**src/rtl/mem_responder.sv**
```systemverilog
// Unified instruction/data memory with a valid/ready request channel and a
// fixed-latency, single-cycle response pulse; little-endian byte/half/word access.
module mem_responder #(
  parameter int    DEPTH_WORDS = 64,
  parameter int    LATENCY     = 2,
  parameter string MEMFILE     = ""
) (
  input  logic        clk,
  input  logic        reset,
  input  logic        req_valid,
  output logic        req_ready,
  input  logic        req_we,
  input  logic [1:0]  req_size,
  input  logic [31:0] req_adr,
  input  logic [31:0] req_wdata,
  output logic        rsp_valid,
  output logic [31:0] rsp_rdata,
  output logic        rsp_err
);

  localparam int AW = $clog2(DEPTH_WORDS);
  localparam int CW = (LATENCY > 1) ? $clog2(LATENCY) : 1;

  typedef enum logic [1:0] {IDLE, BUSY, RESP} state_e;

  state_e          state_q, state_d;
  logic [CW-1:0]   cnt_q, cnt_d;
  logic            we_q;
  logic [1:0]      size_q;
  logic [AW+1:0]   adr_q;
  logic [31:0]     wdata_q;
  logic [31:0]     mem [DEPTH_WORDS];

  logic            accept;
  logic            in_resp;
  logic            align_err;
  logic [AW-1:0]   word_idx;
  logic [31:0]     rd_word;
  logic [31:0]     rd_shifted;
  logic [31:0]     rd_data;
  logic [3:0]      byte_en;
  logic [31:0]     wdata_lanes;
  logic            unused_adr_hi;

  // Upper address bits are intentionally dropped so accesses wrap.
  assign unused_adr_hi = ^req_adr[31:AW+2];

  always_ff @(posedge clk) begin
    if (!reset) begin
      state_q <= IDLE;
      cnt_q   <= '0;
    end else begin
      state_q <= state_d;
      cnt_q   <= cnt_d;
    end
  end

  always_ff @(posedge clk) begin
    if (accept) begin
      we_q    <= req_we;
      size_q  <= req_size;
      adr_q   <= req_adr[AW+1:0];
      wdata_q <= req_wdata;
    end
  end

  always_comb begin
    state_d = state_q;
    cnt_d   = cnt_q;
    case (state_q)
      IDLE: begin
        if (req_valid) begin
          cnt_d   = CW'(LATENCY - 1);
          state_d = (LATENCY > 1) ? BUSY : RESP;
        end
      end
      BUSY: begin
        cnt_d = cnt_q - CW'(1);
        if (cnt_q == CW'(1)) state_d = RESP;
      end
      RESP:    state_d = IDLE;
      default: state_d = IDLE;
    endcase
  end

  always_comb begin
    req_ready = (state_q == IDLE);
    accept    = req_ready && req_valid && reset;
    // An asserted reset suppresses the response so aborted transactions stay silent.
    in_resp   = (state_q == RESP) && reset;

    align_err = (size_q == 2'b11)
             || ((size_q == 2'b10) && (adr_q[1:0] != 2'b00))
             || ((size_q == 2'b01) && adr_q[0]);

    word_idx   = adr_q[AW+1:2];
    rd_word    = mem[word_idx];
    rd_shifted = rd_word >> {adr_q[1:0], 3'b000};
    case (size_q)
      2'b00:   rd_data = {24'h0, rd_shifted[7:0]};
      2'b01:   rd_data = {16'h0, rd_shifted[15:0]};
      default: rd_data = rd_word;
    endcase

    case (size_q)
      2'b00:   byte_en = 4'b0001 << adr_q[1:0];
      2'b01:   byte_en = adr_q[1] ? 4'b1100 : 4'b0011;
      2'b10:   byte_en = 4'b1111;
      default: byte_en = 4'b0000;
    endcase

    case (size_q)
      2'b00:   wdata_lanes = {4{wdata_q[7:0]}};
      2'b01:   wdata_lanes = {2{wdata_q[15:0]}};
      default: wdata_lanes = wdata_q;
    endcase

    rsp_valid = in_resp;
    rsp_err   = in_resp && align_err;
    rsp_rdata = (in_resp && !align_err && !we_q) ? rd_data : 32'h0;
  end

  always_ff @(posedge clk) begin
    if (in_resp && we_q && !align_err) begin
      for (int b = 0; b < 4; b++) begin
        if (byte_en[b]) mem[word_idx][8*b +: 8] <= wdata_lanes[8*b +: 8];
      end
    end
  end

endmodule

```
**config.mk**
```make
export PLATFORM = sky130hd
export DESIGN_NAME = mem_responder
export DESIGN_NICKNAME = d
export VERILOG_FILES = /design/src/rtl/mem_responder.sv
export SDC_FILE = /design/constraint.sdc
export NUM_CORES = 2
export LEC_CHECK = 0
export ABC_AREA = 1
export CORE_ASPECT_RATIO = 2
export CORE_UTILIZATION = 44
export DETAILED_ROUTE_END_ITERATION = 16
export SLEW_MARGIN = 30
export SYNTH_ARGS = -nofsm -noshare
export SYNTH_HDL_FRONTEND = slang
export SYNTH_SLANG_ARGS = --single-unit
```
**constraint.sdc**
```tcl
create_clock -name clk -period 5.2 [get_ports clk]
set_input_delay 1.56 -clock clk [delete_from_list [all_inputs] [get_ports clk]]
set_output_delay 1.56 -clock clk [all_outputs]
set_load 0.03 [all_outputs]
```
* Yosys cells after proc, flatten, opt, wreduce, memory -nomap -nowiden
Memories as Yosys holds them, arrays and structs flattened. A register that Yosys moved wholly into a read port is not among the register bits. Cells that the tools add are included.
Word-level totals: register bits 46, RAM bits 2048, input bits 70, word-level logic and storage cells 60, memories kept 1
Cells by class: add/subtract/negate cells 1, equality and inequality tests 7, shift operators 2, mux-type cells 23, reductions and logical operators 20
Memories:
- mem | words 64, width 32, rd ports 1, clocked after memory_dff 1, wr ports 1, line 32 | logic [31:0] mem [DEPTH_WORDS];
Operators with widths (number):
- 32-bit case mux with 2 select lines | 2
- 32-bit two-way mux | 1
- 32-bit by 5-bit right shift with 16-bit output | 1
- 1-bit two-way mux | 13
- 4-bit case mux with 3 select lines | 1
- 1-bit logical AND | 10
- 2-bit == test, second input constant | 3
- 6-bit two-way mux | 1
- 2-bit by 1-bit == test with 1-bit output, second input constant | 2
- 2-bit zero test | 2
- 2-bit two-way mux | 2
- 4-bit two-way mux | 1
- 2-bit inequality test, second input constant | 2
- 2-bit case mux with 2 select lines | 1
- 2-bit AND reduction | 2
- 2-bit nonzero test | 2
- 1-bit by 2-bit << shifter with 4-bit output, first input constant | 1
- 1-bit zero test | 2
- 1-bit logical OR | 2
- 1-bit case mux with 2 select lines | 1
- 1-bit subtractor, second input constant | 1

* Logic depth before layout (Yosys ltp)
depth after elaboration 8, gate-level depth with buffers 16, depth with buffers taken out 13

* Least setup slack after synthesis
No wires, ideal clock.
path kind input to output, from input reset, to output rsp_rdata[21], data arrival time 3463 ps, setup slack 177 ps, cell stages on the path 7, path buffers 1, cell sequence inv_1 > nor3_1 > nand2_1 > nor2_1 > nand2_1 > clkbuf_1 > nor2_1
Between the ends: cells in the longest elaborated chain, start to end 4
RTL lines:
- start: declaration | line 9 | input logic reset,
- 1-bit logical AND | line 90 | in_resp = (state_q == RESP) && reset;
- net rsp_valid | line 16 | output logic rsp_valid,
- 1-bit logical AND (2 in a row) | line 120 | rsp_rdata = (in_resp && !align_err && !we_q) ? rd_data : 32'h0;
- 32-bit two-way mux | line 120
- end: declaration | line 17 | output logic [31:0] rsp_rdata,
The timed path passes the listed nets, and every way through them passes these cells.

==> flow_summary.toml <==
[worst_setup_path]
end_kind = "primary output"
crit_path_start_kind = "flop"
reg2reg_depth = 4
max_stage_delay_ns = 0.58
cp.required_ns = 3.64
reg2reg_from = "adr_q[4]"
path_max_fanout = 32
critical_path.most_common_cell = "nand3_1"
crit_chain = "inv_2 > buf_4 > nand3_1 > nand3_1 > nand3_1 > nand3_1 > nand2_1 > a21oi_1 > buf_4 > buf_12"
r2r_setup_slack_ns = 1.64
critPathSlowestCell = "inv_2"
reg2reg_to = "mem[12][20]"
crit_type = "reg2out"
cp.arrival_ns = 3.66

[floorplan]
die-area_um2 = 196000
initial_core_util = 0.443
die_w_um = 314
die_h_um = 625
std_cell_rows = 228
coreArea_um2 = 193000
io_pins = 105

[status]
violations = "setup timing"
outcome = "finished with violations"

[grt]
grt_max_degree = 114
grtUsageTotal = 0.276
antenna_found_initial = 7
grt_pass1_wl_um = 388000
grt_pass1_vias = 55400
gr-total-overflow = 0

[synth]
yosys_warnings = 0
synthFlopType = "edfxtp_1"
ys_async_sr_fraction = 0
synth.top_cells.by_count = "edfxtp_1, nand2_1, nand3_1"
synth_top_area_share = 0.735
avgSynthCellArea_um2 = 12.0
synth_seq_cells = 2100
synth.most_common_cell = "edfxtp_1"
synth_seq_area_share = 0.737
syn-num-nets = 7165
synth.distinct_cells = 31
syn-cell-area_um2 = 85400
synth_area_leaders = "edfxtp_1, nand3_1, nand2_1"
yosys.area.top_type = "edfxtp_1"
synth_cells = 7095
synth-edff-count = 2091

[worst_hold_path]
hold_depth = 2
min_from = "cnt_q"
hp-class = "reg2reg"
holdPathEnd = "state_q[1]"

[placement]
portBuffers = 80
gp_congestion = 0.912
place_ws_ns = -0.0706
post-dp-hpwl_um = 168000

[sta]
whs_ns = 0.462
fin_worst_skew_ns = 0.0678
slew_headroom = 0.243
finalHoldViolations = 0
min_period_over_period = 1.00
drv_slew = 0
layout_setup_ws_ns = -0.0244
fin_crit_ns = 5.22
rsz0062_at_grt = "true"
setup_viol = 2
tightest_slew_ns = 1.13
fmaxAchievable_mhz = 191

[final_layout]
syn2layout_area_growth_pct = 15.3
drive_above_1_share = 0.115
seqCellArea_um2 = 63000
n_fill_cell = 16400
multiInputGateArea_um2 = 20100
layout.nets = 7436

[detailed_routing]
drc = 0
drt-wirelength-per-cell_um = 27.5
drtIter0Drc = 6635
vias = 58000
ant_nets = 0
first_pass_iters = 7
drt_wl_total_um = 276000
via_per_inst = 5.78

[power_and_ir_drop]
power.leakage_nw = 34.1
power.density_nw_per_um2 = 365
total_power_mw = 36.0
irDropWorstVdd_mv = 0.276

[clocking]
cts_tree = "yes"
clk_latency_ns = 0.85
holdBufCountCts = 0
cts_buffer_depth = 4
root_buffer = "clkbuf_16"
path_clk_slew_ns = 0.07
cts_max_level = 4
cts_made_buffers = 188
clock-sinks = 2100

[job]
maxCapViolations = 0
==> repair_timing <==
action / CTS / global route
resized for setup: 58 / 76
gates cloned: 19 / 11
endpoints found under the setup margin: 32 / 32
setup buffers: 12 / 7
pin swaps: 0 / 5
==> metrics by stage <==
| stage | std cells | TNS (ns) | cell area (um^2) | util |
|---|---|---|---|---|
| global placement | 9652 | -0.261 | 91000 | 0.472 |
| finish | 10000 | -0.0255 | 98500 | 0.511 |
| detailed placement | 9655 | -0.384 | 91100 | 0.472 |
| CTS | 10000 | 0 | 97700 | 0.507 |
| floorplan | 7095 | 0 | 85400 | - |
| global route | 10000 | -0.259 | 98500 | 0.511 |
==> worst max-delay path: cells and delay by family, from the launching register on <==
kind            cells  cell delay [ns]
compound gates      1             0.15
buf+inv             4             1.41
flops               1             0.32
simple gates        5             0.88
==> how the worst max path moves through the flow <==
stage	endpoint	slack (ns)	cells past startpoint
4_1_cts	rsp_rdata[15]	0.003	13
6_report	rsp_rdata[5]	-0.02	10
3_5_place_dp	rsp_rdata[15]	-0.07	13
3_3_place_gp	rsp_rdata[15]	-0.05	13
2_1_floorplan	rsp_rdata[21]	0.18	7
5_1_grt	rsp_rdata[4]	-0.04	13
==> sequential cells by signal, indices dropped and copies added, names as in the netlist, named ones only <==
register,flops
cnt_q,1
state_q,2
we_q,1
wdata_q,32
adr_q,8
mem,2048
size_q,2
==> area by class of cell <==
class,count,area share
Antenna cell,8,0.000203
Inverter,38,0.00212
Clock inverter,99,0.00897
Timing Repair Buffer,550,0.0624
Multi-Input combinational cell,4482,0.204
Clock buffer,223,0.0493
Sequential cell,2100,0.639
Timing Repair inverter,6,0.000902
Tap cell,2530,0.0321
==> cells in the final DEF, fill, tap and decap left out, types with 15 or more instances in the layout <==
master / instances
edfxtp_1: 2091
nand3_1: 1602
clkinv_1: 42
o21ai_0: 253
nor2_1: 524
clkinv_2: 26
nand3_2: 37
o22ai_1: 108
o221ai_1: 15
buf_4: 367
buf_6: 17
clkbuf_16: 199
nand2_1: 1855
nand2_2: 21
clkdlybuf4s50_1: 48
bufinv_16: 15
buf_12: 64
inv_1: 28
clkbuf_1: 34
buf_16: 27
==> power by group <==
part	switching (mW)	internal (mW)	leakage [nW]
Combinational	2.72	1.04	12.4
Clock	6.11	7.40	2.80
Sequential	0.0298	18.7	18.9
==> cell families (layout without fill, tap and decap cells) <==
logic type	Yosys count	in the layout	synth area share
other	0	8	0
buffers and inverters	513	916	0.0324
AND/OR/NAND/NOR	4070	4070	0.203
flip-flops	2100	2100	0.737
AO/OA/AOI/OAI	412	412	0.0268
==> layer usage <==
metal | part of all wire | vias to the layer above | GRT usage
met4 | 0.095 | 6 | 0.228
met3 | 0.075 | 779 | 0.0478
met5 | 0.00013 | - | 0
met2 | 0.49 | 2656 | 0.459
met1 | 0.34 | 28700 | 0.310
li1 | - | 25900 | -
(Power assumes the default switching activity.)
